$ cat config.mk
export PLATFORM = sky130hd
export DESIGN_NAME = l1dcache_port_arbiter
export DESIGN_NICKNAME = d
export VERILOG_FILES = /design/src/rtl/l1dcache_port_arbiter.sv
export SDC_FILE = /design/constraint.sdc
export NUM_CORES = 1
export LEC_CHECK = 0
export CAP_MARGIN = 20
export CORE_AREA = 2 2 120 122
export DETAILED_ROUTE_END_ITERATION = 8
export DIE_AREA = 0 0 122 124
export DONT_BUFFER_PORTS = 1
export GPL_TIMING_DRIVEN = 0
export SETUP_SLACK_MARGIN = 0.05
export SLEW_MARGIN = 10
export SYNTH_ARGS = -nofsm -noshare
export SYNTH_HDL_FRONTEND = slang
export SYNTH_SLANG_ARGS = --single-unit
$ cat constraint.sdc
create_clock -name clk -period 5.9 [get_ports clk]
set_input_delay 1.77 -clock clk [delete_from_list [all_inputs] [get_ports clk]]
set_output_delay 1.77 -clock clk [all_outputs]
set_load 0.01 [all_outputs]
$ cat src/rtl/l1dcache_port_arbiter.sv
// Two-client arbiter for the single L1 data-cache port: cpu has priority, and
// aux is bounded by a starvation counter. The owner of each request gets the response.
module l1dcache_port_arbiter #(
   parameter int unsigned STARVE_LIMIT = 4,
   parameter int unsigned ADDR_W       = 30,
   parameter int unsigned DATA_W       = 32
) (
   input  logic              clk,
   input  logic              rst_n,
   input  logic              cpu_req_valid,
   input  logic              cpu_req_we,
   input  logic [ADDR_W-1:0] cpu_req_addr,
   input  logic [DATA_W-1:0] cpu_req_data,
   input  logic [3:0]        cpu_req_mask,
   output logic              cpu_resp_ack,
   output logic [DATA_W-1:0] cpu_resp_data,
   input  logic              aux_req_valid,
   input  logic              aux_req_we,
   input  logic [ADDR_W-1:0] aux_req_addr,
   input  logic [DATA_W-1:0] aux_req_data,
   input  logic [3:0]        aux_req_mask,
   output logic              aux_resp_ack,
   output logic [DATA_W-1:0] aux_resp_data,
   output logic              cache_req_valid,
   output logic              cache_req_we,
   output logic [ADDR_W-1:0] cache_req_addr,
   output logic [DATA_W-1:0] cache_req_data,
   output logic [3:0]        cache_req_mask,
   input  logic              cache_resp_ack,
   input  logic [DATA_W-1:0] cache_resp_data,
   output logic              aux_grant
);

   localparam logic [3:0] LIMIT = 4'(STARVE_LIMIT);

   logic       own_valid_q, own_valid_d;
   logic       own_aux_q, own_aux_d;
   logic [3:0] starve_cnt_q, starve_cnt_d;
   logic       force_aux;
   logic       aux_gnt;
   logic       cpu_gnt;

   always_comb begin
      force_aux = starve_cnt_q >= LIMIT;
      aux_gnt   = rst_n && aux_req_valid && (!cpu_req_valid || force_aux);
      cpu_gnt   = rst_n && cpu_req_valid && !aux_gnt;
   end

   // Idle cycles still present the cpu fields, with valid low.
   always_comb begin
      aux_grant       = aux_gnt;
      cache_req_valid = cpu_gnt || aux_gnt;
      if (aux_gnt) begin
         cache_req_we   = aux_req_we;
         cache_req_addr = aux_req_addr;
         cache_req_data = aux_req_data;
         cache_req_mask = aux_req_mask;
      end else begin
         cache_req_we   = cpu_req_we;
         cache_req_addr = cpu_req_addr;
         cache_req_data = cpu_req_data;
         cache_req_mask = cpu_req_mask;
      end
   end

   always_comb begin
      cpu_resp_ack  = rst_n && own_valid_q && !own_aux_q && cache_resp_ack;
      aux_resp_ack  = rst_n && own_valid_q && own_aux_q && cache_resp_ack;
      cpu_resp_data = cache_resp_data;
      aux_resp_data = cache_resp_data;
   end

   always_comb begin
      own_valid_d = cache_req_valid;
      own_aux_d   = aux_gnt;
      if (aux_gnt || !aux_req_valid) begin
         starve_cnt_d = 4'd0;
      end else if (starve_cnt_q != 4'hf) begin
         starve_cnt_d = starve_cnt_q + 4'd1;
      end else begin
         starve_cnt_d = starve_cnt_q;
      end
   end

   always_ff @(posedge clk) begin
      if (!rst_n) begin
         own_valid_q  <= 1'b0;
         own_aux_q    <= 1'b0;
         starve_cnt_q <= 4'd0;
      end else begin
         own_valid_q  <= own_valid_d;
         own_aux_q    <= own_aux_d;
         starve_cnt_q <= starve_cnt_d;
      end
   end

endmodule

==> summary.md <==
| Metric | Value |
|---|---|
| Status | completed |
| Area growth, synth to finish | 19.1% |
| Post-synthesis mux area share | 0.500 |
| Netlist cell types | 19 |
| Power Density | ~150 nW/µm² |
| Number of synthesis warnings | 0 |
| Die height | 124 µm |
| Placed wire-length estimate | just under 5000 µm |
| Cell with the most instances after synthesis | buf_4 |
| Post-Syn Instances | 162 |
| Fmax | approximately 0.21 GHz |
| Synth Net Count | 334 |
| Cell taking the most area after synthesis | mux2_2 |
| Top cells by area, synth | mux2_2, buf_4, dfxtp_1, mux2_4, buf_12 |
| Count of final max-slew check failures | 0 |
| CTS tree | built |
| Clk_skew | 0.000404 ns |
| Remaining DRCs | 0 |
| CTS Root Cell | clkbuf_16 |
| FF-to-FF path depth | 5 |
| Post-CTS sizing | 0 |
| First-pass GRT wire length | approximately 5900 µm |
| Crit Path Class | input pin to output port |
| Share of cells above drive strength 1 | 0.867 |
| Synth Area in Compound Gates | 0.00956 |
| Worst Setup Start Kind | input pin |
| Peak VDD IR | approximately 0.083 mV |
| Hold Path Depth | 1 |
| Final setup vio count | 0 |
| Syn Std Cell Area | around 1600 µm² |
| Min Clock Period, post-route | between 4 and 5 ns |
| P_sw | roughly 0.000089 W |
| Total power | just under 0.0003 W |
| CP max FO | 10 |
| Placeable Area | between 10000 and 15000 µm² |
| Row count | 43 |
| Antenna violations before repair | 0 |
| RSZ-0062 raised after global routing | false |
| Per-cell routed wire length | between 15 and 20 µm |
| Post-synth EDFFs | 0 |
| Final Hold Vio Count | 0 |
| Starting Density | 0.114 |
| Routed vias/inst | roughly 3.5 |
| Via count | 1203 |
| DRT iter0 DRCs | 27 |
| Share of total power in the clock network | 0.371 |
| Pint | between 0.00015 and 0.0002 W |
| Critical path endpoint category | output port |
| Vias in the first global route | 1034 |
| Port Buffers | 0 |
| Ys async rst share | 0 |
| Seq. cell area | ~120 µm² |
| Xor and xnor area share after synthesis | 0 |
| GRT overflow | 0 |
| # fillers | between 1500 and 2000 |
| Full die area | 15100 µm² |
| Synth Area in Adders | 0.00797 |
| Io pins | 306 |
| Post-CTS setup repair buffer count | 0 |
| Synth cell count leaders | buf_4, mux2_2, mux2_4 |
| Largest net degree at the start of global routing | 11 |
| ANT cells | 0 |
| Simple-gate share of the synthesized area | 0.0446 |
| Area of the multi-input gates | about 900 µm² |
| Hold buffer count at cts | 0 |
| Total CTS buffers | 3 |
| H-tree lvl count | 1 |
| Max Root-Sink Buffers | 2 |
| CTS clk-pin slew, worst paths | ~0.030 ns |
| Crit path DAT | approximately 3 ns |
| Synthesized flop and latch total | 6 |
| Antenna-violating nets left | 0 |
| Seq pwr share | 0.149 |
| Yosys top cell area share | 0.423 |
| Sink Count | 6 |
| Chip Width | 122 µm |
| Req. time, crit path | ~4.1 ns |
| Main synth FF type | dfxtp_1 |
| Final nets | 339 |
| Worst hold path type | register to register |
| Clk_lat worst skew | 0.23 ns |
| Tcrit/Tclk final | 0.804 |
| Max cap viols | 0 |
| Final TNS setup | 0 ns |
| Syn_area_per_cell | 9.69 µm² |
| Gr usage total | 0.0538 |
| DRT Pass-1 Iters | 4 |
| Sw Share | 0.309 |
| P_leak | around 0.8 nW |
| Routed WL | 5310 µm |
| Combinational family with the most area after synthesis | multiplexers |
| Seq/Total Area, Yosys | 0.0765 |
| Combinational Power Share | 0.480 |
| GP Congestion | around 0.9 |
==> path summary, 6_finish.rpt <==
| path | start | end | slack, ns |
|---|---|---|---|
| min reg2reg | starve_cnt_q[0] | starve_cnt_q[0] | 0.42 |
| min | starve_cnt_q[0] | starve_cnt_q[0] | 0.42 |
| max reg2reg | starve_cnt_q[3] | own_aux_q | 4.56 |
| max | cpu_req_valid | cache_req_data[6] | 1.16 |
==> metrics by stage <==
step | cell area (µm²) | std cells | setup WS (ns) | hold WS (ns) | util
floorplan | 1570 | 162 | 1.31 | 0.404 | -
global placement | 1800 | 342 | 1.09 | 0.411 | 0.131
detailed placement | 1800 | 342 | 1.08 | 0.420 | 0.131
CTS | 1870 | 345 | 1.08 | 0.426 | 0.136
global route | 1870 | 345 | 1.06 | 0.446 | 0.136
finish | 1870 | 345 | 1.16 | 0.424 | 0.136
==> cells by family (layout without fill, tap and decap cells) <==
kind of cell | Yosys count | count (layout)
DFF | 6 | 6
AOI/OAI and AO/OA | 2 | 2
buffers and inverters | 74 | 77
muxes | 67 | 67
other | 1 | 1
and+or+nand+nor | 11 | 11
adders and majority gates | 1 | 1
==> metal layers <==
layer  vias to the layer above  global-route usage  wire (µm)
met2                       144              0.0992       2830
met4                         0              0.0158         58
met5                         -                   0          0
met1                       560              0.0618       1830
li1                        493                   -          -
met3                         6              0.0124        592
==> critical path, stage by stage <==
cell and delay, ns:
or3b_4 0.38, nand2_4 0.15, buf_4 0.24, mux2_2 0.42
==> sequential cells by signal, indices dropped and copies added, names as in the netlist <==
| register | cells |
|---|---|
| own_aux_q | 1 |
| own_valid_q | 1 |
| starve_cnt_q | 4 |
==> area by class of cell <==
type | count | share of cell area
multi-input cells | 82 | 0.474
plain buffers | 71 | 0.296
flip-flops and latches | 6 | 0.0642
clock buffers | 3 | 0.0401
well taps | 180 | 0.120
inverters | 3 | 0.00602
==> layout by cell type (no fill, tap or decap), drive strengths merged <==
master	synthesis	layout
and2	1	1
and3	2	2
buf	71	71
clkbuf	0	3
conb	1	1
dfxtp	6	6
ha	1	1
inv	3	3
mux2	67	67
nand2	2	2
nand3	1	1
nor2	2	2
nor3	1	1
nor3b	1	1
o21a	2	2
or3b	1	1
==> power groups by stage <==
stage / Clock, W / Sequential [W] / Combinational [W]
2_1_floorplan: 0 / 0.0000433 / 0.000125
3_5_place_dp: 0 / 0.0000435 / 0.000140
4_1_cts: 0.000110 / 0.0000429 / 0.000141
3_3_place_gp: 0 / 0.0000433 / 0.000141
6_report: 0.000107 / 0.0000429 / 0.000139
5_1_grt: 0.000113 / 0.0000429 / 0.000147
Note: power is estimated with default switching activity, not from simulation.
